**config.mk**
```make
export PLATFORM = sky130hd
export DESIGN_NAME = wb_arbiter
export DESIGN_NICKNAME = d
export VERILOG_FILES = /design/src/rtl/wb_pkg.sv /design/src/rtl/wb_grant.sv /design/src/rtl/wb_arbiter.sv
export SDC_FILE = /design/constraint.sdc
export NUM_CORES = 1
export LEC_CHECK = 0
export ABC_AREA = 1
export CORE_ASPECT_RATIO = 1.25
export CORE_UTILIZATION = 40
export DETAILED_ROUTE_END_ITERATION = 6
export PLACE_DENSITY = 0.82
export SETUP_SLACK_MARGIN = 0.3
export SLEW_MARGIN = 10
export SYNTH_ARGS = -nofsm -noshare
export SYNTH_HDL_FRONTEND = slang
export SYNTH_SLANG_ARGS = --single-unit
```
**constraint.sdc**
```tcl
create_clock -name clk -period 2 [get_ports clk]
set_input_delay 0.2 -clock clk [delete_from_list [all_inputs] [get_ports clk]]
set_output_delay 0.2 -clock clk [all_outputs]
set_load 0.02 [all_outputs]
```
**src/rtl/wb_pkg.sv**
```systemverilog
// Shared types and constants for the register-file write-back arbiter.
// Data paths narrower than XLEN_DEFAULT are carried zero-extended in wb_req_t.
package wb_pkg;

  localparam int unsigned XLEN_DEFAULT = 64;

  typedef logic [4:0] reg_addr_t;

  localparam reg_addr_t REG_ZERO = 5'd0;

  // Channel indices into the request/grant vectors.
  localparam int unsigned CH_ALU = 0;
  localparam int unsigned CH_LSU = 1;

  typedef struct packed {
    logic                    valid;
    reg_addr_t               addr;
    logic [XLEN_DEFAULT-1:0] data;
  } wb_req_t;

endpackage

```
**src/rtl/wb_grant.sv**
```systemverilog
// Two-requester write-back grant logic. Default: LSU fixed priority with an ALU
// starvation counter; WBARB_RR_EN selects round-robin on contention.
module wb_grant
  import wb_pkg::*;
#(
  parameter int unsigned STARVE_LIMIT = 3
) (
  input  logic       i_clk,
  input  logic       i_rst,
  input  logic [1:0] i_req,
  output logic [1:0] o_gnt
);

  logic w_contended;

  assign w_contended = i_req[CH_ALU] & i_req[CH_LSU];

`ifdef WBARB_RR_EN

  // Set when the LSU won the most recent contended cycle.
  logic r_ptr;
  logic w_ptr_next;

  always_ff @(posedge i_clk) begin
    if (i_rst) begin
      r_ptr <= 1'b0;
    end else begin
      r_ptr <= w_ptr_next;
    end
  end

  always_comb begin
    w_ptr_next = r_ptr;
    if (!i_rst && w_contended) begin
      w_ptr_next = o_gnt[CH_LSU];
    end
  end

  always_comb begin
    o_gnt = 2'b00;
    if (!i_rst) begin
      if (w_contended) begin
        o_gnt = r_ptr ? 2'b01 : 2'b10;
      end else begin
        o_gnt = i_req;
      end
    end
  end

`else

  localparam int unsigned CntW = (STARVE_LIMIT < 1) ? 1 : $clog2(STARVE_LIMIT + 1);
  localparam logic [CntW-1:0] CntLimit = CntW'(STARVE_LIMIT);

  logic [CntW-1:0] r_starve;
  logic [CntW-1:0] w_starve_next;
  logic            w_force;

  always_ff @(posedge i_clk) begin
    if (i_rst) begin
      r_starve <= '0;
    end else begin
      r_starve <= w_starve_next;
    end
  end

  assign w_force = (r_starve >= CntLimit);

  // Counts consecutive cycles the ALU waits; saturates until it is served.
  always_comb begin
    w_starve_next = r_starve;
    if (!i_req[CH_ALU] || o_gnt[CH_ALU]) begin
      w_starve_next = '0;
    end else if (r_starve < CntLimit) begin
      w_starve_next = r_starve + CntW'(1);
    end
  end

  always_comb begin
    o_gnt = 2'b00;
    if (!i_rst) begin
      if (w_contended) begin
        o_gnt = w_force ? 2'b01 : 2'b10;
      end else begin
        o_gnt = i_req;
      end
    end
  end

`endif

endmodule

```
**src/rtl/wb_arbiter.sv**
```systemverilog
// Write-back arbiter: merges ALU and LSU results onto one register-file write port
// and tracks pending writes. Macro WBARB_RR_EN selects round-robin arbitration.
module wb_arbiter
  import wb_pkg::*;
#(
  parameter int unsigned XLEN         = XLEN_DEFAULT,
  parameter int unsigned STARVE_LIMIT = 3
) (
  input  logic            clk,
  input  logic            rst,
  input  logic            alu_valid,
  output logic            alu_ready,
  input  logic [4:0]      alu_addr,
  input  logic [XLEN-1:0] alu_data,
  input  logic            lsu_valid,
  output logic            lsu_ready,
  input  logic [4:0]      lsu_addr,
  input  logic [XLEN-1:0] lsu_data,
  input  logic            rsv_valid,
  input  logic [4:0]      rsv_addr,
  output logic [31:0]     busy,
  output logic            write_ena,
  output logic [4:0]      write_addr,
  output logic [XLEN-1:0] write_data
);

  logic [1:0]      w_gnt;
  wb_req_t         w_sel;
  logic            w_wr_en;
  logic [31:0]     w_busy_next;

  logic            r_wr_ena;
  reg_addr_t       r_wr_addr;
  logic [XLEN-1:0] r_wr_data;
  logic [31:0]     r_busy;

  wb_grant #(
    .STARVE_LIMIT (STARVE_LIMIT)
  ) u_grant (
    .i_clk (clk),
    .i_rst (rst),
    .i_req ({lsu_valid, alu_valid}),
    .o_gnt (w_gnt)
  );

  assign alu_ready = w_gnt[CH_ALU];
  assign lsu_ready = w_gnt[CH_LSU];

  always_comb begin
    w_sel = '0;
    if (w_gnt[CH_ALU]) begin
      w_sel.valid = 1'b1;
      w_sel.addr  = alu_addr;
      w_sel.data  = XLEN_DEFAULT'(alu_data);
    end else if (w_gnt[CH_LSU]) begin
      w_sel.valid = 1'b1;
      w_sel.addr  = lsu_addr;
      w_sel.data  = XLEN_DEFAULT'(lsu_data);
    end
  end

  // x0 writes complete the handshake but never reach the register file.
  assign w_wr_en = w_sel.valid && (w_sel.addr != REG_ZERO);

  always_ff @(posedge clk) begin
    if (rst) begin
      r_wr_ena  <= 1'b0;
      r_wr_addr <= REG_ZERO;
      r_wr_data <= '0;
    end else begin
      r_wr_ena <= w_wr_en;
      if (w_wr_en) begin
        r_wr_addr <= w_sel.addr;
        r_wr_data <= w_sel.data[XLEN-1:0];
      end
    end
  end

  // Set after clear so a new reservation wins over a retiring write.
  always_comb begin
    w_busy_next = r_busy;
    if (w_wr_en) begin
      w_busy_next[w_sel.addr] = 1'b0;
    end
    if (rsv_valid && (rsv_addr != REG_ZERO)) begin
      w_busy_next[rsv_addr] = 1'b1;
    end
    w_busy_next[0] = 1'b0;
  end

  always_ff @(posedge clk) begin
    if (rst) begin
      r_busy <= '0;
    end else begin
      r_busy <= w_busy_next;
    end
  end

  assign busy       = r_busy;
  assign write_ena  = r_wr_ena;
  assign write_addr = r_wr_addr;
  assign write_data = r_wr_data;

endmodule

```
==> results.txt, run 1 <==
----------------------------------------------------
[Run status]
  Status ... completed

[Placement]
  Weighted congestion at the end of routability-driven global placement ... between 0.9 and 1
  I/O Buffers ... 250
  Half-perimeter wire length after placement ... between 10,000 and 15,000 um
  Placed Area ... 0.007540 mm^2
  Cells after DPL ... ~1,100

[Critical path]
  Worst r2r path cells ... 12
  Largest delay contributor family on the critical path ... simple AND/OR/NAND/NOR gates
  CP endpoint ... write_data[52]
  Critical path, cell by cell ... ha_4 -> inv_4 -> nand2_8 -> nand3_2 -> nand2_4 -> nor2_8 -> nand2_2 -> nor2_4 -> buf_6 -> buf_12 -> nand2_1 -> a21oi_1
  Flop-to-flop setup slack ... between 150 and 200 ps
  Data required time of the worst path ... about 2300 ps
  Worst stage delay on the critical path ... 330 ps
  Reg2Reg Launch Point ... u_grant.r_starve[0]
  CP max-delay cell ... sky130_fd_sc_hd__dfxtp_2
  CP bufs+invs ... 3
  FF-to-FF End ... write_data[52]
  Arrival time at the worst endpoint ... ~2100 ps
  Kind of critical path ... flip-flop to flip-flop
  Crit path capture type ... flip-flop
  Crit path max fanout ... 15
  Worst setup path startpoint ... u_grant.r_starve[0]
  Count of cell instances traversed by the critical path ... 12
  Worst Setup Start Kind ... flip-flop

[Synthesis]
  Post-Syn Area per Cell ... between 6 and 7 um^2
  Synthesized netlist net count ... 878
  #FFs+latches synth ... ~100
  Post-synth cell types ... 24
  Number of instances in the synthesized netlist ... approximately 730
  Synth Cell Area ... 0.004732 mm^2
  Proportion of synthesized chip area in sequential cells ... ~44%
  Yosys warning total ... 0

[Finish]
  Finished layout cell area ... just under 0.009 mm^2
  Final Non-Filler Cells ... approximately 1,200
  Most common library cell in the layout ignoring fill and taps ... sky130_fd_sc_hd__nand2_1
  Fraction of layout instances using a drive strength above 1 ... ~17%
  Layout net count ... 1,161
  Count of antenna diodes in the layout ... 0
  Most frequent cells in the layout ... sky130_fd_sc_hd__nand2_1 (367), sky130_fd_sc_hd__clkdlybuf4s50_1 (245), sky130_fd_sc_hd__dfxtp_1 (101)
  Area grow syn2layout ... 84.35%

[CTS]
  Number of H-tree branching levels ... 3
  Clock transition at the registers of the reported paths ... roughly 70 ps
  TritonCTS clock tree ... built
  Maximum root-to-sink buffer count ... 2
  Root cell of the clock tree ... sky130_fd_sc_hd__clkbuf_16
  Clock insertion delay at the later pin of the skew report ... 340 ps
  Clock sink total ... slightly above 100
  Number of buffers created by CTS ... 9

[Detailed routing]
  Number of violations reported at the end of detailed-routing iteration 0 ... 247
  Post-detailed-route count of antenna-violating nets ... 0
  Average wire length per cell after detail routing ... roughly 16 um
  Total wire length ... approximately 19,000 um
  Routed vias/inst ... roughly 5.1
  Detailed Routing Iterations Pass 1 ... 5
  Post-route DRC ... 0
  Total via count after detailed routing ... roughly 5,800

[Die]
  Initial Util ... approximately 41%
  Number of top-level design ports ... between 200 and 300
  Area of the core ... approximately 0.012 mm^2
  Chip Width ... 99.29 um
  Vertical extent of the die ... between 100 and 150 um
  Area of the die ... 0.01227 mm^2
  Row count ... 44

[STA]
  Setup_tns ... 0 ps
  Tmin final ... 1822 ps
  Final critical-path share of the clock period ... 91.09%
  Clock skew after layout ... ~6.5 ps
  Slew HR ... ~58%
  Final setup viols ... 0
  Slew Limit Fails ... 0
  Worst slew pin tran ... 629.4 ps
  Max Fclk ... 548.9 MHz
  RSZ-0062 raised after global routing ... yes
  Number of endpoints with negative hold slack in the final report ... 0

[Power]
  Internal power ... slightly below 4 mW
  Power Density ... approximately 630 mW/mm^2
  Fraction of power consumed by sequential logic ... 39.7%
  Switching part of the total ... 27.75%
  Gate power share ... around 28%
  Switch Pwr ... 1.524 mW
  Leakage power summed over all cells ... 3.460 nW
  Max rail drop VDD ... 0.0003792 V
  Proportion of power drawn by the clock network ... about a third

[GRT]
  Global router's overall resource usage ... roughly 28%
  Global-route wire length before repair ... 26,580 um
  Total congestion overflow ... 0
  Initial antenna violation count ... 0
  Number of global-route vias before repair ... between 5,000 and 6,000
  Maximum number of pins on one net before global-route repair ... 55

[Worst hold path]
  Path category of the worst min-delay check ... primary input to flip-flop
  Worst hold path startpoint ... rst

[Run]
  MaxCap Viol Count ... 0

----------------------------------------------------
## metrics by stage
stage	util [%]	hold slack, ps	worst slack (ps)	total power, mW
floorplan	-	361.5	307.1	2.736
CTS	70.68	321.5	249.6	5.272
global route	75.45	380.4	90.40	5.699
finish	75.45	349.1	178.2	5.490
detailed placement	65.22	417.9	-66.74	3.378
global placement	65.22	412.3	7.638	3.367
## registers in the layout, indices dropped and copies added, names as in the netlist
register / count
write_addr: 5
write_ena: 1
u_grant.r_starve: 2
busy: 31
write_data: 64
## what timing repair did
item | 4_1_cts | 5_1_grt
buffers inserted | 11 | 5
gates resized for setup | 33 | 83
hold buffers | 0 | 0
pin swaps | 11 | 42
setup endpoints to repair | 98 | 102
cloned | 5 | 11
## area by class of cell
type / count / area [um^2]
clock buffers: 12 / 246.5
clock inverters: 4 / 45.04
fillers: 882 / 2838
inverters: 23 / 93.84
multi-input cells: 561 / 2731
flip-flops and latches: 103 / 2064
well taps: 138 / 172.7
repair buffers: 314 / 3369
## power by group through the flow
| stage | sequential, mW | combinational [mW] | clock [mW] |
|---|---|---|---|
| floorplan | 2.32 | 0.416 | 0 |
| global placement | 2.22 | 1.14 | 0 |
| detailed placement | 2.22 | 1.16 | 0 |
| CTS | 2.18 | 1.32 | 1.77 |
| global route | 2.19 | 1.65 | 1.86 |
| finish | 2.18 | 1.56 | 1.75 |
## Yosys cell counts (all sizes together)
cell	count	area, um^2
nand2	391	1478
dfxtp	103	2062
a21oi	101	505.5
nand3	32	160.2
buf	24	137.6
inv	23	86.33
clkbuf	18	67.56
nor2	14	81.33
nand4	7	43.79
a22o	5	43.79
o21ai	5	28.78
nor3	3	15.01
conb	1	3.750
ha	1	12.51
nor4	1	6.260
## logic make-up (layout without fill, tap and decap cells)
family / Yosys count / in the layout / synth area share, %
flops: 103 / 103 / 43.57
other cells: 1 / 1 / 0.07925
simple gates: 448 / 448 / 37.70
buf+inv: 65 / 353 / 6.161
fa+ha+maj: 1 / 1 / 0.2644
compound gates: 111 / 111 / 12.22
## worst min path at each step
stage | endpoint | slack, ps | cells past startpoint
5_1_grt | u_grant.r_starve[1] | 380 | 5
3_5_place_dp | u_grant.r_starve[0] | 420 | 1
2_1_floorplan | u_grant.r_starve[0] | 360 | 2
4_1_cts | u_grant.r_starve[0] | 320 | 5
6_report | u_grant.r_starve[0] | 350 | 5
3_3_place_gp | u_grant.r_starve[0] | 410 | 1
## worst min-delay path: cells and delay by family
family	cells	cell delay, ps
buffers and inverters	2	260
and+or+nand+nor	3	180
## metal layers
layer / track usage (%) / part of all wire (%)
met1: 31.24 / 38
met5: 0 / 0
met2: 50.78 / 52
met4: 15.07 / 3.7
met3: 4.097 / 5.5
Power figures use the tool's default switching activity.
==> run 2, diff against run 1 <==
MAX_ROUTING_LAYER = met4   (was default)
==> run 2 against run 1 <==
Against the previous run:
- sequential power about the same
- critical path type unchanged
- setup slack better by 3.4 ps
- clock skew about the same
- first-iteration DRC count down 12%
- core utilization unchanged
- fmax up 0.19%
- highest routed layer unchanged
==> results.txt, run 2 (synthesis results as in run 1) <==
----------------------------------------------------
[Run status]
  Status ... completed

[Detailed routing]
  Detailed Routing Iterations Pass 1 ... 5 (unchanged)
  Total wire length ... 18,480 um (-0.13%)
  Number of violations reported at the end of detailed-routing iteration 0 ... 218 (-12%)
  Post-route DRC ... 0 (unchanged)
  Total via count after detailed routing ... 5,886 (+0.70%)
  Average wire length per cell after detail routing ... 16.00 um (-0.13%)
  Post-detailed-route count of antenna-violating nets ... 0 (unchanged)
  Routed vias/inst ... 5.096 (+0.70%)

[Finish]
  Area occupied by registers ... 0.002064 mm^2 (unchanged)
  Finished layout cell area ... 0.008723 mm^2 (unchanged)
  Final core utilization ... 75.45% (unchanged)
  Most common library cell in the layout ignoring fill and taps ... sky130_fd_sc_hd__nand2_1
  Most frequent cells in the layout ... sky130_fd_sc_hd__nand2_1 (367), sky130_fd_sc_hd__clkdlybuf4s50_1 (245), sky130_fd_sc_hd__dfxtp_1 (101)
  Fraction of layout instances using a drive strength above 1 ... 17.11% (unchanged)
  Layout net count ... 1,161 (unchanged)
  Area grow syn2layout ... 84.35% (unchanged)
  Count of antenna diodes in the layout ... 0 (unchanged)
  Area of the multi-input gates ... 0.002731 mm^2 (unchanged)
  Number of flip-flops in the largest register ... 64 (unchanged)
  Fill cells ... 882 (unchanged)

[STA]
  RSZ-0062 raised after global routing ... yes
  Slew HR ... 58.11% (+0.066 points)
  Clock skew after layout ... 6.678 ps (+0.1526 ps)
  Max Fclk ... 549.9 MHz (+0.19%)
  Post-layout worst setup margin ... 181.6 ps (+3.404 ps)
  Final critical-path share of the clock period ... 90.92% (-0.17 points)
  Slew Limit Fails ... 0 (unchanged)
  Worst slew pin tran ... 628.4 ps (-0.9921 ps)
  Final setup viols ... 0 (unchanged)
  Number of endpoints with negative hold slack in the final report ... 0 (unchanged)
  Setup_tns ... 0 ps (unchanged)
  Tmin final ... 1818 ps (-3.404 ps)

[CTS]
  Post-cts hold buffer count ... 0 (unchanged)
  Maximum root-to-sink buffer count ... 2 (unchanged)
  Root cell of the clock tree ... sky130_fd_sc_hd__clkbuf_16
  Number of buffers created by CTS ... 9 (unchanged)
  Number of H-tree branching levels ... 3 (unchanged)
  Clock transition at the registers of the reported paths ... 70 ps (about the same)
  TritonCTS clock tree ... built
  Clock sink total ... 103 (unchanged)
  Clock insertion delay at the later pin of the skew report ... 340 ps (about the same)

[Critical path]
  Kind of critical path ... flip-flop to flip-flop
  Arrival time at the worst endpoint ... 2080 ps (about the same)
  Worst Setup Start Kind ... flip-flop
  Data required time of the worst path ... 2260 ps (about the same)
  Crit path capture type ... flip-flop
  Crit path max fanout ... 5 (-10)

[Power]
  Switch Pwr ... 1.526 mW (+0.17%)
  Proportion of power drawn by the clock network ... 31.8% (about the same)
  Gate power share ... 28.5% (about the same)
  Switching part of the total ... 27.79% (+0.033 points)
  Leakage power summed over all cells ... 3.460 nW (unchanged)
  Overall power of the completed layout ... 5.493 mW (about the same)
  Internal power ... 3.967 mW (about the same)
  Power Density ... 629.7 mW/mm^2 (about the same)
  Fraction of power consumed by sequential logic ... 39.7% (about the same)
  Max rail drop VDD ... 0.0003767 V (-0.65%)

[Worst hold path]
  Path category of the worst min-delay check ... primary input to flip-flop

[Placement]
  Half-perimeter wire length after placement ... 11,720 um (unchanged)
  Dpl ws ... -66.74 ps (unchanged)
  Placed Area ... 0.007540 mm^2 (unchanged)
  Weighted congestion at the end of routability-driven global placement ... 0.9367 (+1.7%)
  I/O Buffers ... 250 (unchanged)

[GRT]
  Maximum number of pins on one net before global-route repair ... 55 (unchanged)
  Total congestion overflow ... 0 (unchanged)
  Global router's overall resource usage ... 28.67% (+0.85 points)
  Global-route wire length before repair ... 26,580 um (unchanged)
  Initial antenna violation count ... 0 (unchanged)
  Number of global-route vias before repair ... 5,364 (-0.13%)

[Die]
  Area of the core ... 0.01156 mm^2 (unchanged)
  Row count ... 44 (unchanged)
  Initial Util ... 40.93% (unchanged)
  Number of top-level design ports ... 252 (unchanged)
  Chip Width ... 99.29 um (unchanged)
  Area of the die ... 0.01227 mm^2 (unchanged)
  Vertical extent of the die ... 123.6 um (unchanged)

[Run]
  MaxCap Viol Count ... 0 (unchanged)

----------------------------------------------------
## run 2: cell counts in the layout (fill, tap and decap cells not counted)
No cell type changed its count.
## run 2: worst max-delay path: stages (launching register included)
cell	delay [ps]
sky130_fd_sc_hd__dfxtp_2	330
sky130_fd_sc_hd__ha_4	180
sky130_fd_sc_hd__nand2_4	80
sky130_fd_sc_hd__nand4_1	190
sky130_fd_sc_hd__nand2_4	190
sky130_fd_sc_hd__nor2_8	40
sky130_fd_sc_hd__buf_6	110
sky130_fd_sc_hd__nand3_4	110
sky130_fd_sc_hd__clkbuf_16	170
sky130_fd_sc_hd__buf_6	120
sky130_fd_sc_hd__nand2_1	50
sky130_fd_sc_hd__a21oi_1	170
## run 2: through the flow
step                hold slack (ps)  cells
floorplan                     361.5    729
global placement              412.3   1107
detailed placement            417.9   1107
CTS                           321.5   1139
global route                  380.4   1155
finish                        349.5   1155
## run 2: final cells by class
class                           count  area share [%]
Sequential cell                   103           23.67
Inverter                           23           1.076
Multi-Input combinational cell    561           31.31
Clock inverter                      4          0.5164
Clock buffer                       12           2.826
Timing Repair Buffer              314           38.63
Tap cell                          138           1.979
## run 2: layer usage
| metal | GRT usage [%] | part of all wire [%] | up-vias | routed length, um |
|---|---|---|---|---|
| met2 | 51.00 | 52 | 232 | 9650 |
| met4 | 14.80 | 3.9 | 0 | 720 |
| li1 | - | - | 2891 | - |
| met1 | 31.77 | 39 | 2696 | 7162 |
| met5 | - | 0 | - | 0 |
| met3 | 3.311 | 5.1 | 67 | 948 |
## run 2: final timing paths
path                        from             endpoint  slack, ps  depth (start not counted)
max          u_grant.r_starve[0]       write_data[52]        180                         11
min                          rst  u_grant.r_starve[0]        350                          5
max reg2reg  u_grant.r_starve[0]       write_data[52]        180                         11
min reg2reg  u_grant.r_starve[0]  u_grant.r_starve[0]        430                          1
## run 2: what timing repair did
item | CTS | global route
buffers inserted | 11 | 5
gates resized for setup | 33 | 83
pin swaps | 11 | 42
endpoints found under the setup margin | 98 | 102
endpoints found under the hold margin | 0 | 0
gates cloned | 5 | 11
## run 2: power by group through the flow
stage / Combinational [mW] / Clock (mW) / Sequential (mW)
after global placement: 1.14 / 0 / 2.22
after detailed placement: 1.16 / 0 / 2.22
after global routing: 1.65 / 1.86 / 2.19
after floorplan: 0.416 / 0 / 2.32
final: 1.56 / 1.75 / 2.18
after CTS: 1.32 / 1.77 / 2.18
